`config.mk`:
```
export PLATFORM = sky130hd
export DESIGN_NAME = dram_id_remap
export DESIGN_NICKNAME = d
export VERILOG_FILES = /design/src/rtl/dram_id_remap_pkg.sv /design/src/rtl/dram_id_remap_table.sv /design/src/rtl/dram_id_remap.sv
export SDC_FILE = /design/constraint.sdc
export NUM_CORES = 1
export LEC_CHECK = 0
export ABC_AREA = 1
export ABC_CLOCK_PERIOD_IN_PS = 4900
export BUFFER_PORTS_ARGS = -buffer_cell sky130_fd_sc_hd__buf_2
export CAP_MARGIN = 10
export CORE_UTILIZATION = 61
export DETAILED_ROUTE_END_ITERATION = 12
export GPL_TIMING_DRIVEN = 0
export PLACE_DENSITY = 0.86
export SYNTH_ARGS = -nofsm -noshare
export SYNTH_HDL_FRONTEND = slang
export SYNTH_SLANG_ARGS = --single-unit
export TNS_END_PERCENT = 100
```
`constraint.sdc`:
```
create_clock -name clk_i -period 4.9 [get_ports clk_i]
set_clock_uncertainty 0.2 [all_clocks]
set_input_delay 0.49 -clock clk_i [delete_from_list [all_inputs] [get_ports clk_i]]
set_output_delay 0.49 -clock clk_i [all_outputs]
set_load 0.05 [all_outputs]
```
`src/rtl/dram_id_remap_pkg.sv`:
```
// Shared types and helpers for the DRAM AXI ID remapper.
package dram_id_remap_pkg;

    localparam logic [31:0] SAT_MAX = 32'hFFFF_FFFF;

    typedef struct packed {
        logic [31:0] full_stall;
        logic [31:0] peak;
    } stats_t;

    // Width of a slot index; a single-slot table still needs one bit.
    function automatic int idx_width(input int n);
        return (n > 1) ? $clog2(n) : 1;
    endfunction

endpackage

```
`src/rtl/dram_id_remap_table.sv`:
```
// One direction of the ID remapper: slot allocation, ID table, response lookup/free.
// Optional stats under DRAM_ID_REMAP_STATS_EN.
module dram_id_remap_table
    import dram_id_remap_pkg::*;
#(
    parameter int NumSlots   = 16,
    parameter int SlvIdWidth = 6,
    parameter int MstIdWidth = 4,
    parameter bit UseLast    = 1'b1,
    localparam int CntW      = $clog2(NumSlots + 1)
) (
    input  logic                  clk_i,
    input  logic                  rst_i,
    input  logic [SlvIdWidth-1:0] ax_id_i,
    input  logic                  ax_valid_i,
    output logic                  ax_ready_o,
    output logic [MstIdWidth-1:0] mst_ax_id_o,
    output logic                  mst_ax_valid_o,
    input  logic                  mst_ax_ready_i,
    input  logic [MstIdWidth-1:0] rsp_id_i,
    input  logic                  rsp_last_i,
    input  logic                  rsp_valid_i,
    output logic                  rsp_ready_o,
    output logic [SlvIdWidth-1:0] slv_rsp_id_o,
    output logic                  slv_rsp_valid_o,
    input  logic                  slv_rsp_ready_i,
    output logic [CntW-1:0]       outstanding_o,
`ifdef DRAM_ID_REMAP_STATS_EN
    output logic [31:0]           full_stall_o,
    output logic [31:0]           peak_o,
`endif
    output logic                  err_o
);

    localparam int IdxW = idx_width(NumSlots);
    localparam logic [MstIdWidth:0] SlotLim = (MstIdWidth + 1)'(NumSlots);

    logic [NumSlots-1:0]                 r_busy;
    logic [NumSlots-1:0][SlvIdWidth-1:0] r_table;
    logic                                r_err;

    logic            w_any_free;
    logic [IdxW-1:0] w_free_idx;
    logic            w_alloc;
    logic            w_in_range;
    logic [IdxW-1:0] w_rsp_idx;
    logic            w_hit;
    logic            w_fire;
    logic            w_free;
    logic [NumSlots-1:0] w_set;
    logic [NumSlots-1:0] w_clr;
    logic [CntW-1:0] w_cnt;

    // Descending scan so the last assignment wins with the lowest free index.
    always_comb begin
        w_any_free = 1'b0;
        w_free_idx = '0;
        for (int i = NumSlots - 1; i >= 0; i--) begin
            if (!r_busy[i]) begin
                w_any_free = 1'b1;
                w_free_idx = IdxW'(i);
            end
        end
    end

    assign w_alloc        = ax_valid_i && mst_ax_ready_i && w_any_free;
    assign ax_ready_o     = mst_ax_ready_i && w_any_free;
    assign mst_ax_valid_o = ax_valid_i && w_any_free;

    always_comb begin
        mst_ax_id_o = '0;
        mst_ax_id_o[IdxW-1:0] = w_free_idx;
    end

    assign w_in_range      = {1'b0, rsp_id_i} < SlotLim;
    assign w_rsp_idx       = rsp_id_i[IdxW-1:0];
    assign w_hit           = w_in_range && r_busy[w_rsp_idx];
    assign slv_rsp_id_o    = w_in_range ? r_table[w_rsp_idx] : '0;
    assign slv_rsp_valid_o = rsp_valid_i;
    assign rsp_ready_o     = slv_rsp_ready_i;
    assign w_fire          = rsp_valid_i && slv_rsp_ready_i;
    assign w_free          = w_fire && w_hit && (UseLast ? rsp_last_i : 1'b1);

    always_comb begin
        w_set = '0;
        w_clr = '0;
        if (w_alloc) w_set[w_free_idx] = 1'b1;
        if (w_free)  w_clr[w_rsp_idx]  = 1'b1;
    end

    always_ff @(posedge clk_i) begin
        if (rst_i) begin
            r_busy  <= '0;
            r_table <= '0;
            r_err   <= 1'b0;
        end else begin
            r_busy <= (r_busy & ~w_clr) | w_set;
            if (w_alloc) r_table[w_free_idx] <= ax_id_i;
            if (w_fire && !w_hit) r_err <= 1'b1;
        end
    end

    always_comb begin
        w_cnt = '0;
        for (int i = 0; i < NumSlots; i++) w_cnt = w_cnt + CntW'(r_busy[i]);
    end

    assign outstanding_o = w_cnt;
    assign err_o         = r_err;

`ifdef DRAM_ID_REMAP_STATS_EN
    stats_t r_stats;

    always_ff @(posedge clk_i) begin
        if (rst_i) begin
            r_stats <= '0;
        end else begin
            if (ax_valid_i && !w_any_free && r_stats.full_stall != SAT_MAX)
                r_stats.full_stall <= r_stats.full_stall + 32'd1;
            if (32'(w_cnt) > r_stats.peak)
                r_stats.peak <= 32'(w_cnt);
        end
    end

    assign full_stall_o = r_stats.full_stall;
    assign peak_o       = r_stats.peak;
`endif

endmodule

```
`src/rtl/dram_id_remap.sv`:
```
// Wide-to-narrow AXI ID remapper for the DRAM controller port, read and write tables.
// Define DRAM_ID_REMAP_STATS_EN to add full-stall and peak-outstanding counters.
module dram_id_remap
    import dram_id_remap_pkg::*;
#(
    parameter int SlvIdWidth = 6,
    parameter int MstIdWidth = 4,
    parameter int NumRdSlots = 16,
    parameter int NumWrSlots = 16
) (
    input  logic                            clk_i,
    input  logic                            rst_i,
    input  logic [SlvIdWidth-1:0]           slv_ar_id_i,
    input  logic                            slv_ar_valid_i,
    output logic                            slv_ar_ready_o,
    output logic [MstIdWidth-1:0]           mst_ar_id_o,
    output logic                            mst_ar_valid_o,
    input  logic                            mst_ar_ready_i,
    input  logic [MstIdWidth-1:0]           mst_r_id_i,
    input  logic                            mst_r_last_i,
    input  logic                            mst_r_valid_i,
    output logic                            mst_r_ready_o,
    output logic [SlvIdWidth-1:0]           slv_r_id_o,
    output logic                            slv_r_valid_o,
    input  logic                            slv_r_ready_i,
    input  logic [SlvIdWidth-1:0]           slv_aw_id_i,
    input  logic                            slv_aw_valid_i,
    output logic                            slv_aw_ready_o,
    output logic [MstIdWidth-1:0]           mst_aw_id_o,
    output logic                            mst_aw_valid_o,
    input  logic                            mst_aw_ready_i,
    input  logic [MstIdWidth-1:0]           mst_b_id_i,
    input  logic                            mst_b_valid_i,
    output logic                            mst_b_ready_o,
    output logic [SlvIdWidth-1:0]           slv_b_id_o,
    output logic                            slv_b_valid_o,
    input  logic                            slv_b_ready_i,
    output logic [$clog2(NumRdSlots+1)-1:0] rd_outstanding_o,
    output logic [$clog2(NumWrSlots+1)-1:0] wr_outstanding_o,
`ifdef DRAM_ID_REMAP_STATS_EN
    output logic [31:0]                     rd_full_stall_o,
    output logic [31:0]                     wr_full_stall_o,
    output logic [31:0]                     rd_peak_o,
    output logic [31:0]                     wr_peak_o,
`endif
    output logic                            err_o
);

    logic w_rd_err;
    logic w_wr_err;

    dram_id_remap_table #(
        .NumSlots(NumRdSlots), .SlvIdWidth(SlvIdWidth), .MstIdWidth(MstIdWidth), .UseLast(1'b1)
    ) u_rd (
        .clk_i           (clk_i),
        .rst_i           (rst_i),
        .ax_id_i         (slv_ar_id_i),
        .ax_valid_i      (slv_ar_valid_i),
        .ax_ready_o      (slv_ar_ready_o),
        .mst_ax_id_o     (mst_ar_id_o),
        .mst_ax_valid_o  (mst_ar_valid_o),
        .mst_ax_ready_i  (mst_ar_ready_i),
        .rsp_id_i        (mst_r_id_i),
        .rsp_last_i      (mst_r_last_i),
        .rsp_valid_i     (mst_r_valid_i),
        .rsp_ready_o     (mst_r_ready_o),
        .slv_rsp_id_o    (slv_r_id_o),
        .slv_rsp_valid_o (slv_r_valid_o),
        .slv_rsp_ready_i (slv_r_ready_i),
        .outstanding_o   (rd_outstanding_o),
`ifdef DRAM_ID_REMAP_STATS_EN
        .full_stall_o    (rd_full_stall_o),
        .peak_o          (rd_peak_o),
`endif
        .err_o           (w_rd_err)
    );

    // Every B response is a complete transaction, so last is tied high.
    dram_id_remap_table #(
        .NumSlots(NumWrSlots), .SlvIdWidth(SlvIdWidth), .MstIdWidth(MstIdWidth), .UseLast(1'b0)
    ) u_wr (
        .clk_i           (clk_i),
        .rst_i           (rst_i),
        .ax_id_i         (slv_aw_id_i),
        .ax_valid_i      (slv_aw_valid_i),
        .ax_ready_o      (slv_aw_ready_o),
        .mst_ax_id_o     (mst_aw_id_o),
        .mst_ax_valid_o  (mst_aw_valid_o),
        .mst_ax_ready_i  (mst_aw_ready_i),
        .rsp_id_i        (mst_b_id_i),
        .rsp_last_i      (1'b1),
        .rsp_valid_i     (mst_b_valid_i),
        .rsp_ready_o     (mst_b_ready_o),
        .slv_rsp_id_o    (slv_b_id_o),
        .slv_rsp_valid_o (slv_b_valid_o),
        .slv_rsp_ready_i (slv_b_ready_i),
        .outstanding_o   (wr_outstanding_o),
`ifdef DRAM_ID_REMAP_STATS_EN
        .full_stall_o    (wr_full_stall_o),
        .peak_o          (wr_peak_o),
`endif
        .err_o           (w_wr_err)
    );

    assign err_o = w_rd_err | w_wr_err;

endmodule

```
-- Word level (Yosys, flattened, before mapping)
Index checks and enable logic that the tools add are counted.
- $add $sub $neg: 30
- order comparisons: 8
- mux-type cells: 90
- bitwise gates (word level): 7
- reduce and logical (&&, ||, !) cells: 21
- operators by type and width (cell ; number):
    $bwmux W96 ; 2
    $add A5 B1 Y5 ; 28
    $mux W4 ; 32
    $mux W16 ; 4
    $bmux W6 S4 ; 2
    $demux W6 S4 ; 2
    $mux W1 ; 38
    $and A16 B16 Y16 ; 2
    $not A16 Y16 ; 2
    $or A16 B16 Y16 ; 2
    $mux W6 ; 4
    $lt A4 B5 Y1 const B ; 4
    $logic_and A1 B1 Y1 ; 19
    $demux W1 S4 ; 4
    $ge A4 B1 Y1 const B ; 4
    $bmux W1 S4 ; 2
    $add A1 B1 Y2 ; 2
    $logic_not A1 Y1 ; 2
    $or A1 B1 Y1 ; 1
- register bits after elaboration: 226
- bits of input ports: 31
- output and inout port bits: 39
- word-level logic and storage cells: 192

-- Longest topological paths before layout
- word-level depth: 22
- depth in mapped cells: 21
- mapped depth without buffers: 20

-- Modules after synthesis
A second synthesis with hierarchy kept.
- cell total of the unflattened synthesis: 1801
- area, all modules: 12037.8 um^2
- modules (own cells, without submodules) (module ; times used ; cells each ; area each (um^2) ; seq. area each (um^2)):
    dram_id_remap_table (u_rd) ; 1 ; 917 ; 6059.6 ; 2262.2
    dram_id_remap_table (u_wr) ; 1 ; 880 ; 5963.2 ; 2262.2
    dram_id_remap ; 1 ; 4 ; 15.0 ; 0.0

-- Worst setup path before layout
No wires, ideal clock.
- path kind: reg2out
- start point: reg u_rd.r_busy[1]
- end point: out rd_outstanding_o[4]
- data arrival time: 4.446 ns
- data required time: 4.210 ns
- setup slack: -0.236 ns
- cell stages (with the launch flop): 10
- buffers on the path: 0
- cells stage by stage: dfxtp_1 -> ha_1 -> inv_1 -> fa_1 -> fa_1 -> fa_1 -> fa_1 -> fa_1 -> fa_1 -> o21ai_0
- cells in the longest elaborated chain, start to end: 15
- RTL lines (element ; line ; source):
    start, declared ; dram_id_remap_table.sv:38 ; logic [NumSlots-1:0] r_busy;
    start signal, assigned ; dram_id_remap_table.sv:97 ; r_busy <= (r_busy & ~w_clr) | w_set;
    $add A1 B1 Y2 ; dram_id_remap_table.sv:105 ; for (int i = 0; i < NumSlots; i++) w_cnt = w_cnt + CntW'(r_busy[i]);
    $add A5 B1 Y5 (14 in series) ; dram_id_remap_table.sv:105 ;
    end, declared ; dram_id_remap.sv:38 ; output logic [$clog2(NumRdSlots+1)-1:0] rd_outstanding_o,
No other way between the ends.

-- Worst setup path in the final report
- start point: reg u_rd.r_busy[2]
- end point: out rd_outstanding_o[2]
- cells in the longest elaborated chain, start to end: 14
- RTL lines (element ; line):
    $add A5 B1 Y5 (14 in series) ; dram_id_remap_table.sv:105
No other way between the ends.

==> impl_metrics.toml <==
[run_status]
status = "finished, violations left"
violations = "negative setup slack"

[place]
dp.cells = 2126
dp_hpwl_mm = 26.97
post-place-ws_ns = 0.2700
finalWeightedCongestion = 1.018
io_buffers = 68
post_dp_cell_area_mm2 = 0.01253

[clock_network]
cts_tree = "yes"
clk_path_buf_depth = 3
clk_latency_ns = 0.53
cts_buffers = 25
cts.sinks = 226
htreeDepth = 1
clock-root-buffer = "clkbuf_16"
cts_hold_buf = 0
clkTransAtPathRegs_ns = 0.06

[sta]
period_share = 1.010
grt_setup_unrepaired = "yes"
setup_viol = 2
slew_headroom = 0.4628
worstMarginPinSlew_ns = 0.8058
fin_crit_ns = 4.947
tns_ns = -0.05102
drv_slew = 0
final-hold-violation-count = 0
layout_setup_ws_ns = -0.04661
fmax_mhz = 202.2

[critical_path]
crit_type = "flop to primary output"
critPathMaxFanout = 9
worstPathArrival_ns = 4.26
startpoint_type = "flop"
cp-end-kind = "primary output"
required_ns = 4.21

[drt]
wirelength_mm = 37.90
drt-wirelength-per-cell_um = 17.45
drtIter0Drc = 1524
vias = 12410
wl_met3_mm = 3.518
vias_per_cell = 5.715
met1Wirelength_mm = 14.20
routed-wl-met2_mm = 18.02
dr.max_layer_used = "met4"
drtPass1Iterations = 7
route.detailed.drc = 0
antenna_left = 0

[synthesis]
ys_seq_area_frac = 0.3813
yosysUniqueCellTypes = 33
yosys-top-cells-count = "nand2_1 (387), inv_1 (306), dfxtp_1 (226)"
ys.flop_type = "dfxtp_1"
syn_area_mm2 = 0.01187
synth_area_leaders = "dfxtp_1 (38%), nand2_1 (12%), inv_1 (9.7%)"
syn_avg_cell_area_um2 = 6.599
synth_fp_nets = 1859
yosysWarnings = 0
yosysMostFrequentCell = "nand2_1"
synth_largest_area_cell = "dfxtp_1"
synthArstFlopShare = 0
synth.top_cell.area_share = 0.3813
synth-edff-count = 0
ys_ff_latch = 226
netlist_instances = 1798

[floorplanning]
die_height_um = 141.5
die_area_mm2 = 0.02001
core_mm2 = 0.01889
initial_utilization = 0.6280
die_w_um = 141.5
ios = 70
num_rows = 50

[worst_hold_path]
hold_class = "primary input to flop"

[layout]
nFillCells = 1569
drive_gt1_frac = 0.1020
diodes = 0
final_area_mm2 = 0.01350
instances_no_fill = 2172
final_nets = 1956
final_util = 0.7148
syn2layout_area_growth_pct = 13.81

[grt]
grt_pass1_wl_mm = 58.05
grt_usage = 0.3730
grt-ovfl-total = 0
grt_pass1_vias = 11350
grt_max_degree = 14
antenna_found_initial = 0

[run]
drv_cap = 0

[power]
ir_drop_mv = 0.3783
p_per_area_mw_per_mm2 = 307.3
p_leak_nw = 5.720
## critical path, stage by stage, from the launching register on
cell and delay (ns):
dfxtp_1 0.32, clkbuf_4 0.21, inv_2 0.07, fa_1 0.56, fa_1 0.44, fa_1 0.54
fa_1 0.45, fa_2 0.38, fa_2 0.39, xnor2_2 0.18, buf_6 0.18
## power by group
part           switching, W  total [W]  internal [W]
combinational      0.000252   0.000328     0.0000758
sequential       0.00000577    0.00186       0.00185
clock              0.000771    0.00197       0.00120
total               0.00103    0.00415       0.00312
## cells by family after synthesis
kind of cell	after synthesis	synth area share
AO/OA/AOI/OAI	369	0.1656
XOR/XNOR	4	0.002953
adder cells (fa/ha/maj)	30	0.04429
buffers and inverters	431	0.1406
flip-flops	226	0.3813
AND/OR/NAND/NOR	738	0.2653
## placed cells by master, fill, tap and decap left out, types with 6 or more instances in the layout
master and n:
a211oi_1 6, a21oi_1 114, buf_1 16, buf_2 84
buf_4 9, clkbuf_1 64, clkbuf_16 25, clkbuf_8 7
dfxtp_1 223, fa_1 16, ha_1 8, inv_1 304
inv_2 18, nand2_1 387, nand3_1 55, nand4_1 77
nor2_1 194, o21ai_0 161, o21ai_1 22, o22ai_1 54
## routing by layer
metal	global-route usage	vias up
li1	-	5884
met1	0.4450	5633
met2	0.6490	732
met3	0.05130	163
met4	0.2071	0
met5	0	-
## per-stage QoR
step | hold WS [ns] | total power (W)
floorplan | 0.2216 | 0.002097
global placement | 0.2298 | 0.002203
detailed placement | 0.2366 | 0.002209
CTS | 0.07984 | 0.004132
global route | 0.1078 | 0.004242
finish | 0.07778 | 0.004150
## worst paths after layout
| path | startpoint | endpoint | slack [ns] | depth (start not counted) |
|---|---|---|---|---|
| worst min register to register | u_rd.r_table[14] | u_rd.r_table[14] | 0.24 | 2 |
| worst max register to register | u_wr.r_busy[0] | u_wr.r_table[64] | 1.97 | 9 |
| worst max-delay path | u_rd.r_busy[2] | rd_outstanding_o[2] | -0.05 | 10 |
| worst min-delay path | slv_ar_id_i[3] | u_rd.r_table[21] | 0.08 | 3 |
## state kept, by name, indices dropped and copies added (netlist names)
| signal | flops |
|---|---|
| u_wr.err_o | 1 |
| u_wr.r_table | 96 |
| u_rd.r_busy | 16 |
| u_rd.r_table | 96 |
| u_wr.r_busy | 16 |
| u_rd.err_o | 1 |
## final cells by class
cell class	instances	area (um^2)	area share
repair buffers	70	394.1	0.02919
clock inverters	10	131.4	0.009729
clock buffers	34	729.5	0.05402
flip-flops and latches	226	4531	0.3355
well taps	260	325.3	0.02409
plain buffers	108	457.9	0.03391
multi-input cells	1141	5723	0.4238
inverters	323	1212	0.08978
## what timing repair did
action                                  in CTS  in global routing
endpoints found under the setup margin       8                  8
gates cloned                                 0                  0
gates resized for setup                     14                 17
pin swaps                                    3                  2
setup buffers                                0                  2
(Power assumes the default switching activity.)
